<file path="config.mk">
export PLATFORM = sky130hd
export DESIGN_NAME = scalar_alu_arbiter
export DESIGN_NICKNAME = d
export VERILOG_FILES = /design/src/rtl/scalar_alu_arbiter.sv
export SDC_FILE = /design/constraint.sdc
export NUM_CORES = 1
export LEC_CHECK = 0
export BUFFER_PORTS_ARGS = -buffer_cell sky130_fd_sc_hd__buf_2
export CAP_MARGIN = 20
export CORE_AREA = 2 2 329 331
export DETAILED_ROUTE_END_ITERATION = 6
export DIE_AREA = 0 0 331 333
export PLACE_DENSITY = 0.31
export SYNTH_ARGS = -nofsm -noshare
export SYNTH_HDL_FRONTEND = slang
export SYNTH_SLANG_ARGS = --single-unit
export TNS_END_PERCENT = 30
</file>
<file path="constraint.sdc">
create_clock -name clk -period 4.1 [get_ports clk]
set_clock_uncertainty 0.1 [all_clocks]
set_input_delay 1.025 -clock clk [delete_from_list [all_inputs] [get_ports clk]]
set_output_delay 1.025 -clock clk [all_outputs]
set_load 0.01 [all_outputs]
</file>
<file path="src/rtl/scalar_alu_arbiter.sv">
// Round-robin arbiter sharing one scalar ALU between the scalar pipeline (slot 0)
// and the vector address generator (slot 1); one operation in flight at a time.
module scalar_alu_arbiter #(
  parameter int SCALAR_REG_LEN = 64,
  parameter int DATA_LEN       = 32
) (
  input  logic                        clk,
  input  logic                        rst_n,
  input  logic [1:0]                  req_valid,
  output logic [1:0]                  req_ready,
  input  logic [2*SCALAR_REG_LEN-1:0] req_rs1,
  input  logic [2*SCALAR_REG_LEN-1:0] req_rs2,
  input  logic [2*SCALAR_REG_LEN-1:0] req_imm,
  input  logic [2*DATA_LEN-1:0]       req_pc,
  input  logic [7:0]                  req_alu_signal,
  input  logic [7:0]                  req_func_code,
  output logic [SCALAR_REG_LEN-1:0]   alu_rs1,
  output logic [SCALAR_REG_LEN-1:0]   alu_rs2,
  output logic [SCALAR_REG_LEN-1:0]   alu_imm,
  output logic [DATA_LEN-1:0]         alu_pc,
  output logic [3:0]                  alu_signal,
  output logic [3:0]                  alu_func_code,
  input  logic [SCALAR_REG_LEN-1:0]   alu_result,
  input  logic [1:0]                  alu_sign_bits,
  output logic [1:0]                  resp_valid,
  input  logic [1:0]                  resp_ready,
  output logic [SCALAR_REG_LEN-1:0]   resp_result,
  output logic [1:0]                  resp_sign_bits,
  output logic                        busy
);

  localparam logic [3:0] ALU_NOP = 4'h0;
  localparam int W = SCALAR_REG_LEN;

  typedef enum logic [1:0] {IDLE = 2'd0, EXEC = 2'd1, RESP = 2'd2} state_t;

  // Handshake: a request transfers on a rising edge where req_valid[i] & req_ready[i];
  // a response transfers on a rising edge where resp_valid[i] & resp_ready[i].
  state_t state, next_state;
  logic   owner;
  logic   last_grant;
  logic [1:0] grant;
  logic   grant_slot;

  always_comb begin
    grant = 2'b00;
    if (rst_n && state == IDLE) begin
      case (req_valid)
        2'b01:   grant = 2'b01;
        2'b10:   grant = 2'b10;
        2'b11:   grant = last_grant ? 2'b01 : 2'b10;
        default: grant = 2'b00;
      endcase
    end
  end

  assign req_ready  = grant;
  assign grant_slot = grant[1];

  always_comb begin
    next_state = state;
    case (state)
      IDLE:    if (grant != 2'b00) next_state = EXEC;
      EXEC:    next_state = RESP;
      RESP:    if (resp_ready[owner]) next_state = IDLE;
      default: next_state = IDLE;
    endcase
  end

  always_ff @(posedge clk or negedge rst_n) begin
    if (!rst_n) state <= IDLE;
    else        state <= next_state;
  end

  always_ff @(posedge clk or negedge rst_n) begin
    if (!rst_n) begin
      owner          <= 1'b0;
      last_grant     <= 1'b1;
      alu_rs1        <= '0;
      alu_rs2        <= '0;
      alu_imm        <= '0;
      alu_pc         <= '0;
      alu_signal     <= ALU_NOP;
      alu_func_code  <= '0;
      resp_result    <= '0;
      resp_sign_bits <= '0;
    end else begin
      if (grant != 2'b00) begin
        owner         <= grant_slot;
        last_grant    <= grant_slot;
        alu_rs1       <= grant_slot ? req_rs1[2*W-1:W] : req_rs1[W-1:0];
        alu_rs2       <= grant_slot ? req_rs2[2*W-1:W] : req_rs2[W-1:0];
        alu_imm       <= grant_slot ? req_imm[2*W-1:W] : req_imm[W-1:0];
        alu_pc        <= grant_slot ? req_pc[2*DATA_LEN-1:DATA_LEN] : req_pc[DATA_LEN-1:0];
        alu_signal    <= grant_slot ? req_alu_signal[7:4] : req_alu_signal[3:0];
        alu_func_code <= grant_slot ? req_func_code[7:4] : req_func_code[3:0];
      end
      // Operands stay put after EXEC; only the op class returns to NOP.
      if (state == EXEC) begin
        resp_result    <= alu_result;
        resp_sign_bits <= alu_sign_bits;
        alu_signal     <= ALU_NOP;
      end
    end
  end

  assign resp_valid = (state == RESP) ? (owner ? 2'b10 : 2'b01) : 2'b00;
  assign busy       = (state != IDLE);

endmodule

</file>
[Word-level counts from Yosys, hierarchy flattened]
Cells that the tools add are included.
Storage, ports and cells
  flip-flop bits (word level): 302
  bits of input ports: 536
  output and inout port bits: 303
  logic and storage cells: 43
Cells by class
  $lt $le $gt $ge: 1
  equal/unequal tests: 7
  muxes and demuxes: 18
  reductions and logical operators: 6
Operator list (count)
  $mux W64: 3
  $mux W32: 1
  $mux W4: 4
  $mux W2: 6
  $pmux W2 S3: 2
  $eq A2 B2 Y1 const B: 3
  $reduce_bool A2 Y1: 3
  $eq A2 B1 Y1 const B: 2
  $logic_not A2 Y1: 1
  $lt A1 B2 Y1 const B: 1
  $mux W1: 2
  $ne A2 B1 Y1 const B: 1
  $ne A2 B2 Y1 const B: 1
  $reduce_and A2 Y1: 1
  $logic_and A1 B1 Y1: 1

[Depth between registers and ports, before layout]
  depth after elaboration: 6
  gate-level depth with buffers: 8

[Least setup slack after synthesis]
Ideal clock, no wire load.
  path kind: input to output
  from: in rst_n
  to: out req_ready[1]
  arrival time: 1.965 ns
  required time: 2.975 ns
  path slack: 1.010 ns
  stages: 5
  path buffers: 3
  cell sequence: or3b_1 -> buf_2 -> buf_6 -> buf_2 -> nor2_2
Between the ends
  word-level cells in the longest chain between the ends: 2
RTL lines
  from (decl): line 8  | input logic rst_n,
  $logic_and A1 B1 Y1: line 47  | if (rst_n && state == IDLE) begin
  $mux W2: line 47
  to (decl): line 10  | output logic [1:0] req_ready,
No other way between the ends.

[Worst setup path after layout]
Same ends and word-level chain as after synthesis.

==> flow_summary.rst <==
.. list-table::
   :header-rows: 1

   * - Metric
     - Value
   * - Post-layout instance count excluding filler cells
     - 3828
   * - Proportion of layout cells with a drive suffix above 1
     - 39.7%
   * - Wire length of the first global-routing pass
     - 118000 um
   * - Global Route Usage Sum
     - 14.1%
   * - Clock tree from TritonCTS
     - built
   * - Number of buffers inserted during clock tree synthesis
     - 43
   * - Maximum resistive drop on vdd
     - 0.263 mV
   * - Length of the first detailed-routing pass in iterations
     - 5
   * - Most area-consuming cells after synthesis
     - dfrtp_1 (51%), nand4_1 (9.9%), a31oi_1 (9.7%)
   * - Via count of the first global-routing pass
     - 17143
   * - Number of hold buffers added after CTS
     - 0
   * - Required @ worst endpoint
     - 2.97 ns
   * - DPL Wire Length
     - 57700 um
   * - Average footprint of a synthesized cell
     - 8.80 um2
   * - Filler cell count in the final layout
     - 12037
   * - Nets@finish
     - 2906
   * - FF+latch area
     - 0.00756 mm2
   * - Clock tree buffer depth
     - 3
   * - RSZ-0062 raised after global routing
     - no
   * - Die Area
     - 0.110 mm2
   * - Fin crit share
     - 76.3%
   * - DRC errors left
     - 0
   * - Top-level I/O count
     - 839
   * - Highest Clock Rate
     - 0.320 GHz
   * - Wirelength per Cell
     - 21.7 um
   * - Most frequent cells after synthesis
     - dfrtp_1 (301), a21oi_1 (232), nand4_1 (232)
   * - Clock period minus final worst setup slack
     - 3.13 ns
   * - Port Buffer Count
     - 838
   * - Mapped Area
     - 0.0147 mm2
   * - Run status
     - completed
   * - Power per unit of standard cell area
     - 723 mW/mm2
   * - Worst-path fanout max
     - 4
   * - Cell taking the most area after synthesis
     - dfrtp_1
   * - Most instantiated library cell after synthesis
     - dfrtp_1
   * - Effective utilization at floorplan
     - 13.8%
   * - Number of slew-limit violations in the final report
     - 0
   * - Synthesis warning total
     - 0
   * - Number of max-capacitance violations reported
     - 0
   * - Data arrival time of the critical path
     - 2.00 ns
   * - Most frequently used flop master after synthesis
     - dfrtp_1
   * - Number of different library cells in the post-synthesis netlist
     - 29
   * - Total global routing overflow
     - 0
   * - Share of the yosys chip area belonging to registers
     - 51.4%
   * - Cell count after synthesis
     - 1670
   * - Synth Register Bits
     - 302
   * - Type of the worst setup path
     - in -> out
   * - Core region area
     - 0.107 mm2
   * - Die extent in y
     - 333 um
   * - Worst-path clk slew
     - 0.05 ns
   * - Leakage power total
     - 9.37 nW
   * - Clk root buf
     - clkbuf_16
   * - Detail Route Antenna Nets
     - 0
   * - Floorplan row count
     - 120
   * - Routability congestion estimate from global placement
     - 0.817
   * - H-Tree Level Count
     - 2
   * - Antenna violations before repair
     - 42
   * - Post-CTS setup buffer count
     - 0
   * - Number of enable-type register cells in the synthesized netlist
     - 0
   * - Kind of start point of the critical path
     - input pin
   * - Max-Slew Margin vs Limit
     - 30.4%
   * - Overall routed net length
     - 83000 um
   * - Total negative slack for setup checks
     - 0 ns
   * - Count of endpoints failing hold in the final timing report
     - 0
   * - Class of the tightest hold or removal check
     - reg -> reg
   * - Pin count of the biggest net entering global routing
     - 166
   * - Worst slew pin tran
     - 1.04 ns
   * - Setup-violating endpoint count in the final report
     - 0
   * - Width of the die
     - 331 um
   * - Post-CTS Resized
     - 0
   * - Share of the synthesized area in the top cell type
     - 51.2%
   * - Layout Area Growth over Synthesis
     - 47.6%
   * - Routed vias/inst
     - 4.46
   * - DRC marker count from the first detailed-route iteration
     - 1028
   * - Later-pin clock latency in the skew report
     - 0.59 ns
   * - Clock net sink count
     - 302
   * - Post-synth net total
     - 2206
   * - Async set-or-reset flop fraction in the synthesized netlist
     - 100%
   * - Sort of element at the end of the critical path
     - output port
   * - Footprint of the multi-input gates
     - 0.00614 mm2
   * - Cell count after placement
     - 3728
   * - Routed via count
     - 17073
-- where the power goes --
part	leakage [nW]	internal, mW	switching [mW]	total [mW]
Clock	0.707	2.39	1.54	3.93
Combinational	5.25	2.28	4.16	6.44
Sequential	3.41	4.42	0.893	5.32
Total	9.37	9.09	6.60	15.7
-- worst max-delay path: stages --
cell and delay [ns]:
buf_8 0.12, or3b_4 0.44, nor2_2 0.23, buf_2 0.19
-- cells in the final DEF (no fill, tap or decap), drive strengths merged, types with 2 or more instances in the layout --
cell    Yosys  routed
nand4     232     232
a31oi     228     228
buf        53     876
dfrtp     301     301
bufinv      0       5
a21oi     232     232
diode       0      24
inv         2       5
nand2b      3       3
nor2        3       3
a311oi      4       4
clkbuf    168      61
nand2     199     199
clkinv      0       6
or2         2       2
a21o        2       2
o21ai     233     233
-- final timing paths --
check / start / endpoint / slack [ns] / depth (start not counted)
max in group asynchronous: rst_n / resp_result[48]$_DFFE_PN0N_ / 2.07 / 3
worst max register to register: state[1]$_DFFE_PN0P_ / alu_imm[58]$_DFFE_PN0P_ / 1.60 / 6
min in group asynchronous: rst_n / alu_rs1[8]$_DFFE_PN0P_ / 0.46 / 2
worst min register to register: resp_result[46]$_DFFE_PN0N_ / resp_result[46]$_DFFE_PN0N_ / 0.36 / 2
worst max-delay path: rst_n / req_ready[1] / 0.97 / 4
worst min-delay path: resp_result[46]$_DFFE_PN0N_ / resp_result[46]$_DFFE_PN0N_ / 0.36 / 2
-- per-layer routing --
metal / vias up / share of wire [%] / global-route usage, %
li1: 7717 / - / -
met1: 8415 / 38 / 16.2
met2: 776 / 48 / 23.3
met3: 135 / 11 / 6.10
met4: 30 / 3.1 / 5.12
met5: - / 0.24 / 0
-- final cells by class --
class / instances / area share (%)
clock inverter: 15 / 0.986
antenna: 24 / 0.277
clock buffer: 61 / 5.64
multi-input combinational: 1145 / 28.3
tap: 1403 / 8.09
inverter: 2 / 0.0346
timing repair buffer: 876 / 21.8
sequential: 302 / 34.8
-- through the flow --
stage                     hold WS [ns]  setup WS (ns)  power [mW]  util (%)  instance area, um2
after global placement           0.352          0.962        11.9      18.9               20200
after floorplan                  0.403           1.01        8.52         -               14700
after global routing             0.386          0.878        16.8      20.3               21700
final                            0.364          0.971        15.7      20.4               21700
after detailed placement         0.356          0.979        11.9      18.9               20200
after CTS                        0.370          0.912        16.0      20.3               21600
-- state kept, by name, indices dropped and copies added, names as in the netlist --
| name | cells |
|---|---|
| owner | 1 |
| alu_func_code | 4 |
| alu_rs2 | 64 |
| alu_rs1 | 64 |
| alu_signal | 4 |
| last_grant | 1 |
| resp_result | 64 |
| alu_imm | 64 |
| alu_pc | 32 |
| resp_sign_bits | 2 |
| state | 2 |
-- kinds of logic (layout without fill, tap and decap cells) --
family	Yosys count	in the layout	synth area share (%)
other cells	0	24	0
compound gates	700	700	25.9
buf+inv	223	954	7.02
flops	302	302	51.4
mux	1	1	0.0766
simple gates	444	444	15.6
Power figures use the tool's default switching activity.
